File: src/rtl/row_idwt97_pkg.sv
// Shared 9/7 lifting coefficients, FSM encoding and the multiply-round-saturate
// helpers used by the inverse row transform.
package row_idwt97_pkg;

    localparam int DATA_W   = 16;
    localparam int POINT    = 10;
    localparam int MAX_SIDE = 512;

    localparam real ALPHA = -1.586134342;
    localparam real BETA  = -0.052980118;
    localparam real GAMMA =  0.882911076;
    localparam real DELTA =  0.443506852;
    localparam real KAPPA =  1.230174105;

    localparam int ALPHA_Q = int'(ALPHA * (2.0 ** POINT));
    localparam int BETA_Q  = int'(BETA * (2.0 ** POINT));
    localparam int GAMMA_Q = int'(GAMMA * (2.0 ** POINT));
    localparam int DELTA_Q = int'(DELTA * (2.0 ** POINT));
    localparam int K_Q     = int'(KAPPA * (2.0 ** POINT));
    localparam int INV_K_Q = int'((1.0 / KAPPA) * (2.0 ** POINT));

    typedef enum logic [1:0] {
        FILL   = 2'd0,
        RUN    = 2'd1,
        FLUSH1 = 2'd2,
        FLUSH2 = 2'd3
    } state_t;

    function automatic logic signed [DATA_W-1:0] sat_sample(input logic signed [47:0] v);
        logic signed [47:0] hi;
        logic signed [47:0] lo;
        hi = (48'sd1 <<< (DATA_W - 1)) - 48'sd1;
        lo = -(48'sd1 <<< (DATA_W - 1));
        if (v > hi) begin
            sat_sample = hi[DATA_W-1:0];
        end else if (v < lo) begin
            sat_sample = lo[DATA_W-1:0];
        end else begin
            sat_sample = v[DATA_W-1:0];
        end
    endfunction

    // x - c*(a+b): round half up before the arithmetic shift, then saturate
    function automatic logic signed [DATA_W-1:0] mul_sub(
        input logic signed [DATA_W-1:0] x,
        input logic signed [DATA_W-1:0] a,
        input logic signed [DATA_W-1:0] b,
        input int                       c,
        input int                       pt
    );
        logic signed [DATA_W:0] sum;
        logic signed [47:0]     prod;
        sum  = (DATA_W + 1)'(a) + (DATA_W + 1)'(b);
        prod = 48'(sum) * 48'(c);
        prod = (prod + (48'sd1 <<< (pt - 1))) >>> pt;
        mul_sub = sat_sample(48'(x) - prod);
    endfunction

    function automatic logic signed [DATA_W-1:0] scale(
        input logic signed [DATA_W-1:0] x,
        input int                       c,
        input int                       pt
    );
        logic signed [47:0] prod;
        prod  = 48'(x) * 48'(c);
        scale = sat_sample((prod + (48'sd1 <<< (pt - 1))) >>> pt);
    endfunction

endpackage

File: src/rtl/idwt97_lift_stage.sv
// One lifting step y = x - c*(a+b); a is the registered previous value of b,
// with optional left/right whole-sample mirroring.
module idwt97_lift_stage
    import row_idwt97_pkg::*;
#(
    parameter int Coef  = 0,
    parameter int Point = POINT
) (
    input  logic                     clk,
    input  logic                     rst_n,
    input  logic                     en,
    input  logic signed [DATA_W-1:0] x,
    input  logic signed [DATA_W-1:0] b,
    input  logic                     mirror_left,
    input  logic                     mirror_right,
    output logic signed [DATA_W-1:0] y,
    output logic signed [DATA_W-1:0] prev
);

    logic signed [DATA_W-1:0] prev_r;
    logic signed [DATA_W-1:0] a_s;
    logic signed [DATA_W-1:0] b_s;

    // Neighbour register: keeps the b value of the previous pipeline step
    always_ff @(posedge clk or negedge rst_n) begin
        if (!rst_n) begin
            prev_r <= {DATA_W{1'b0}};
        end else if (en) begin
            prev_r <= b;
        end
    end

    // Mirror selection and the lifting arithmetic
    always_comb begin
        a_s = mirror_left  ? b      : prev_r;
        b_s = mirror_right ? prev_r : b;
        y   = mul_sub(x, a_s, b_s, Coef, Point);
    end

    assign prev = prev_r;

endmodule

File: src/rtl/row_idwt97.sv
// Inverse 9/7 row transform: {high,low} subband pairs in, {odd,even} samples out,
// two pairs of latency plus one cycle, two flush steps per row.
module row_idwt97
    import row_idwt97_pkg::*;
#(
    parameter int DataWidth       = DATA_W,
    parameter int Point           = POINT,
    parameter int MaximumSideSize = MAX_SIDE
) (
    input  logic                   clk_i,
    input  logic                   rst_ni,
    output logic                   s_ready_o,
    input  logic                   s_valid_i,
    input  logic                   s_sof_i,
    input  logic                   s_eol_i,
    input  logic [2*DataWidth-1:0] s_data_i,
    input  logic                   m_ready_i,
    output logic                   m_valid_o,
    output logic                   m_sof_o,
    output logic                   m_eol_o,
    output logic [2*DataWidth-1:0] m_data_o
);

    localparam int CNT_W = $clog2(MaximumSideSize);

    state_t             state_r, state_s;
    logic [CNT_W-1:0]   cnt_r, cnt_s, cnt_inc_s;
    logic               ready_en_r;
    logic               out_free_s, accept_s, flushing_s, advance_s;
    logic               beat0_s, beat1_s, emit_s;

    logic signed [DATA_W-1:0] sc_s_s, sc_d_s;
    logic signed [DATA_W-1:0] sp_s, d_prev_s, dp_s, sp_prev_s, xe_s, dp_prev_s, xo_s, xe_prev_s;

    // Handshake, advance and boundary-beat decode
    always_comb begin
        out_free_s = !m_valid_o || m_ready_i;
        flushing_s = (state_r == FLUSH1) || (state_r == FLUSH2);
        s_ready_o  = ready_en_r && !flushing_s && out_free_s;
        accept_s   = s_valid_i && s_ready_o;
        advance_s  = accept_s || (flushing_s && out_free_s);
        beat0_s    = accept_s && (s_sof_i || ((state_r == FILL) && (cnt_r == CNT_W'(0))));
        beat1_s    = accept_s && !beat0_s && (state_r == FILL) && (cnt_r == CNT_W'(1));
        emit_s     = advance_s && (((state_r == RUN) && !beat0_s) || flushing_s);
        cnt_inc_s  = (cnt_r == {CNT_W{1'b1}}) ? cnt_r : cnt_r + CNT_W'(1);
        sc_s_s     = scale(s_data_i[DataWidth-1:0], K_Q, Point);
        sc_d_s     = scale(s_data_i[2*DataWidth-1:DataWidth], INV_K_Q, Point);
    end

    // Next-state and pair counter
    always_comb begin
        state_s = state_r;
        cnt_s   = cnt_r;
        case (state_r)
            FILL, RUN: begin
                if (accept_s) begin
                    cnt_s = beat0_s ? CNT_W'(1) : cnt_inc_s;
                    if (s_eol_i) begin
                        state_s = FLUSH1;
                    end else if (beat0_s) begin
                        state_s = FILL;
                    end else if (beat1_s) begin
                        state_s = RUN;
                    end else begin
                        state_s = state_r;
                    end
                end else begin
                    state_s = state_r;
                end
            end
            FLUSH1: begin
                if (out_free_s) begin
                    state_s = FLUSH2;
                    cnt_s   = cnt_inc_s;
                end else begin
                    state_s = state_r;
                end
            end
            FLUSH2: begin
                if (out_free_s) begin
                    state_s = FILL;
                    cnt_s   = {CNT_W{1'b0}};
                end else begin
                    state_s = state_r;
                end
            end
            default: begin
                state_s = FILL;
                cnt_s   = {CNT_W{1'b0}};
            end
        endcase
    end

    // State, counter and the post-reset ready enable
    always_ff @(posedge clk_i or negedge rst_ni) begin
        if (!rst_ni) begin
            state_r    <= FILL;
            cnt_r      <= {CNT_W{1'b0}};
            ready_en_r <= 1'b0;
        end else begin
            state_r    <= state_s;
            cnt_r      <= cnt_s;
            ready_en_r <= 1'b1;
        end
    end

    idwt97_lift_stage #(.Coef(DELTA_Q), .Point(Point)) u_delta (
        .clk(clk_i), .rst_n(rst_ni), .en(advance_s), .x(sc_s_s), .b(sc_d_s),
        .mirror_left(beat0_s), .mirror_right(1'b0), .y(sp_s), .prev(d_prev_s));

    idwt97_lift_stage #(.Coef(GAMMA_Q), .Point(Point)) u_gamma (
        .clk(clk_i), .rst_n(rst_ni), .en(advance_s), .x(d_prev_s), .b(sp_s),
        .mirror_left(1'b0), .mirror_right(state_r == FLUSH1), .y(dp_s), .prev(sp_prev_s));

    idwt97_lift_stage #(.Coef(BETA_Q), .Point(Point)) u_beta (
        .clk(clk_i), .rst_n(rst_ni), .en(advance_s), .x(sp_prev_s), .b(dp_s),
        .mirror_left(beat1_s), .mirror_right(1'b0), .y(xe_s), .prev(dp_prev_s));

    idwt97_lift_stage #(.Coef(ALPHA_Q), .Point(Point)) u_alpha (
        .clk(clk_i), .rst_n(rst_ni), .en(advance_s), .x(dp_prev_s), .b(xe_s),
        .mirror_left(1'b0), .mirror_right(state_r == FLUSH2), .y(xo_s), .prev(xe_prev_s));

    // Output register: loads on emit, holds while the sink stalls
    always_ff @(posedge clk_i or negedge rst_ni) begin
        if (!rst_ni) begin
            m_valid_o <= 1'b0;
            m_sof_o   <= 1'b0;
            m_eol_o   <= 1'b0;
            m_data_o  <= {(2 * DataWidth){1'b0}};
        end else if (out_free_s) begin
            m_valid_o <= emit_s;
            if (emit_s) begin
                m_data_o <= {xo_s, xe_prev_s};
                m_sof_o  <= (cnt_r == CNT_W'(2));
                m_eol_o  <= (state_r == FLUSH2);
            end
        end
    end

endmodule

File: config.mk
export PLATFORM = sky130hd
export DESIGN_NAME = row_idwt97
export DESIGN_NICKNAME = d
export VERILOG_FILES = /design/src/rtl/row_idwt97_pkg.sv /design/src/rtl/idwt97_lift_stage.sv /design/src/rtl/row_idwt97.sv
export SDC_FILE = /design/constraint.sdc
export NUM_CORES = 1
export LEC_CHECK = 0
export ABC_AREA = 1
export CAP_MARGIN = 20
export CORE_MARGIN = 1.5
export CORE_UTILIZATION = 40
export CTS_CLUSTER_DIAMETER = 40
export DETAILED_ROUTE_END_ITERATION = 16
export PLACE_DENSITY_LB_ADDON = 0.2
export REMOVE_ABC_BUFFERS = 1
export SKIP_LAST_GASP = 1
export SLEW_MARGIN = 20
export SYNTH_ARGS = -nofsm -noshare
export SYNTH_HDL_FRONTEND = slang
export SYNTH_SLANG_ARGS = --single-unit
File: constraint.sdc
create_clock -name clk_i -period 95.9 [get_ports clk_i]
set_input_delay 14.385 -clock clk_i [delete_from_list [all_inputs] [get_ports clk_i]]
set_output_delay 14.385 -clock clk_i [all_outputs]
set_load 0.01 [all_outputs]
==> flow_summary_export.csv <==
group,metric,value,unit
clocking,cts.repair.resized,0,
die,coreArea,70400,sq um
cells_and_area,insertedDiodeCount,0,
route,drt_iter0_drc,1184,
logic_synthesis,yosys.cell_types.count,67,
clocking,path_clk_slew,0.09,ns
die,rows,97,
global_route,grt_pass1_wl,116000,microns
setup_path,path_max_fanout,28,
placed_design,port_buffers,73,
clocking,hold_buffers,0,
cells_and_area,nFillCells,7448,
sta,timing.fmax,18.5,MHz
logic_synthesis,seq_area_frac_synth,0.0971,
route,via_per_inst,4.94,
sta,finalSetupViolations,0,
min_path,worst_hold_path_type,"reg2reg",
setup_path,max_stage_delay,0.72,ns
sta,finClkSkew,0.0187,ns
clocking,worstSkewPairLatency,0.40,ns
route,finalWirelength,68300,microns
clocking,cts_sinks,111,
setup_path,cp_data_required_time,96.14,ns
cells_and_area,layout.nets,4780,
global_route,antenna_found_initial,0,
setup_path,startpoint_type,"primary input",
die,num_io_pins,74,
logic_synthesis,synth-main-ff-cell,"dfrtp_1",
clocking,post_cts.repair.setup_buffers,0,
logic_synthesis,syn_area,28600,sq um
logic_synthesis,netlist_instances,3955,
global_route,gr-total-overflow,0,
sta,worstMarginPinSlew,1.02,ns
logic_synthesis,synthTopCellsByArea,"ha_1, fa_1, nand2_1, dfrtp_1, inv_1",
logic_synthesis,synth_edf_count,0,
route,vias,24414,
route,drtAntennaViolNets,0,
cells_and_area,drive_above_1_share,0.0327,
sta,hold_viol,0,
setup_path,slowest_stage,"o21bai_1",
setup_path,crit_type,"in2reg",
route,wl_per_cell,13.8,microns
clocking,cts_root_buffer,"clkbuf_16",
die,die_w,270,microns
logic_synthesis,yosysWarnings,0,
cells_and_area,area_growth,7.14,%
logic_synthesis,syn_avg_cell_area,7.24,sq um
sta,drv_slew,0,
clocking,cts_tree,"done",
logic_synthesis,synth-async-reset-ratio,1.00,
setup_path,crit_top_cell,"nand2_1",
global_route,grt_usage,0.190,
route,drc,0,
sta,period_needed,53.94,ns
die,start_util,0.407,
placed_design,hpwl,59500,microns
die,die_area,73200,sq um
clocking,cts_buffers,9,
setup_path,arrival,54.18,ns
logic_synthesis,ys_ff_latch,111,
route,drtPass1Iterations,5,
sta,tns,0,ns
placed_design,routabilityCongestion,0.903,
logic_synthesis,yosys.area.top_type,"ha_1",
die,die_y,270,microns
setup_path,cp-end-kind,"register",
run_status,outcome,"finished clean",
sta,rsz0062_at_grt,"false",
run,cap_violations,0,
sta,fin_crit_sh,0.562,
clocking,htreeDepth,3,
sta,relSlewSlack,0.317,
global_route,grt_max_degree,87,
clocking,cts_buffer_depth,2,
logic_synthesis,synth_top_area_frac,0.238,
global_route,grt_pass1_vias,24060,
stage by stage:
| stage | area (sq um) | worst slack, ns | hold WS, ns | util | instances |
|---|---|---|---|---|---|
| 2_1_floorplan | 28400 | 47.01 | 0.471 | - | 3909 |
| 3_3_place_gp | 30300 | 41.92 | 0.464 | 0.431 | 4929 |
| 3_5_place_dp | 30300 | 41.43 | 0.466 | 0.431 | 4929 |
| 4_1_cts | 30700 | 41.71 | 0.489 | 0.436 | 4945 |
| 5_1_grt | 30700 | 37.44 | 0.519 | 0.436 | 4945 |
| 6_report | 30700 | 41.96 | 0.483 | 0.436 | 4945 |
logic make-up after synthesis:
family,Yosys count,share of synthesized area
AOI/OAI and AO/OA,546,0.110
xor gates and xnor gates,297,0.0923
adders and majority gates,742,0.376
buffers and inverters,714,0.0959
DFF,111,0.0971
other,1,0.000131
and+or+nand+nor,1544,0.228
routing by layer:
metal,vias up,part of all wire,global-route usage,wire [microns]
met4,0,0.016,0.0359,1080
met1,11205,0.49,0.258,33500
met3,45,0.021,0.0135,1420
met5,-,0,0,0
li1,12869,-,-,-
met2,295,0.47,0.332,32300
critical path: cells and delay by family:
| kind | cells | cell delay, ns |
|---|---|---|
| adders and majority gates | 36 | 12.77 |
| and+or+nand+nor | 86 | 10.43 |
| buffers and inverters | 26 | 2.56 |
| AOI/OAI and AO/OA | 50 | 11.39 |
| xor gates and xnor gates | 11 | 2.57 |
placed cells by master, fill, tap and decap left out, types with 10 or more instances in the layout:
master             n
a21o_1            27
a21oi_1          244
a2bb2oi_1         15
a31oi_1           30
clkdlybuf4s50_1   72
dfrtp_1          111
fa_1             198
ha_1             544
inv_1            661
nand2_1          998
nand2_2           46
nand3_1          148
nand4_1           41
nor2_1           191
nor3_1            43
nor4_1            14
o21ai_0          133
o21ai_1           10
o21bai_1          28
or2_2             22
xnor2_1           80
xor2_1           213
cell usage after synthesis, drive strengths merged, types with 41 or more instances:
library cell	instances
nand2	1045
xor2	215
xnor2	82
fa	198
nand4	41
dfrtp	111
o21ai	145
inv	665
nand3	153
ha	544
nor2	199
a21oi	248
nor3	46
final cells by class:
| cell class | instances | area [sq um] | share of cell area |
|---|---|---|---|
| sequential | 111 | 2780 | 0.0906 |
| multi-input combinational | 3130 | 23100 | 0.754 |
| timing repair buffer | 80 | 781 | 0.0255 |
| tap | 940 | 1180 | 0.0384 |
| clock buffer | 10 | 229 | 0.00747 |
| clock inverter | 6 | 85.1 | 0.00277 |
| inverter | 668 | 2510 | 0.0818 |
path summary, 6_finish.rpt:
check | start | to | slack, ns | cells past startpoint
worst min-delay path | m_sof_o$_DFFE_PN0P_ | m_sof_o$_DFFE_PN0P_ | 0.48 | 2
max in group asynchronous | rst_ni | u_beta.prev[10]$_DFFE_PN0P_ | 80.53 | 2
worst max-delay path | s_data_i[21] | m_data_o[16]$_DFFE_PN0P_ | 41.96 | 209
min in group asynchronous | rst_ni | u_beta.prev[0]$_DFFE_PN0P_ | 14.05 | 1
worst min register to register | m_sof_o$_DFFE_PN0P_ | m_sof_o$_DFFE_PN0P_ | 0.48 | 2
worst max register to register | cnt_r[3]$_DFFE_PN0P_ | m_data_o[16]$_DFFE_PN0P_ | 58.29 | 192
flip-flops by register name, indices dropped and copies added, names as in the netlist:
signal,cells
u_beta.prev,16
m_valid_o,1
u_delta.prev,16
cnt_r,9
m_data_o,32
m_eol_o,1
ready_en_r,1
state_r,2
m_sof_o,1
u_alpha.prev,16
u_gamma.prev,16
Power is not shown: default switching activity piles up to over one toggle a cycle in this logic, so the estimate is an artifact.
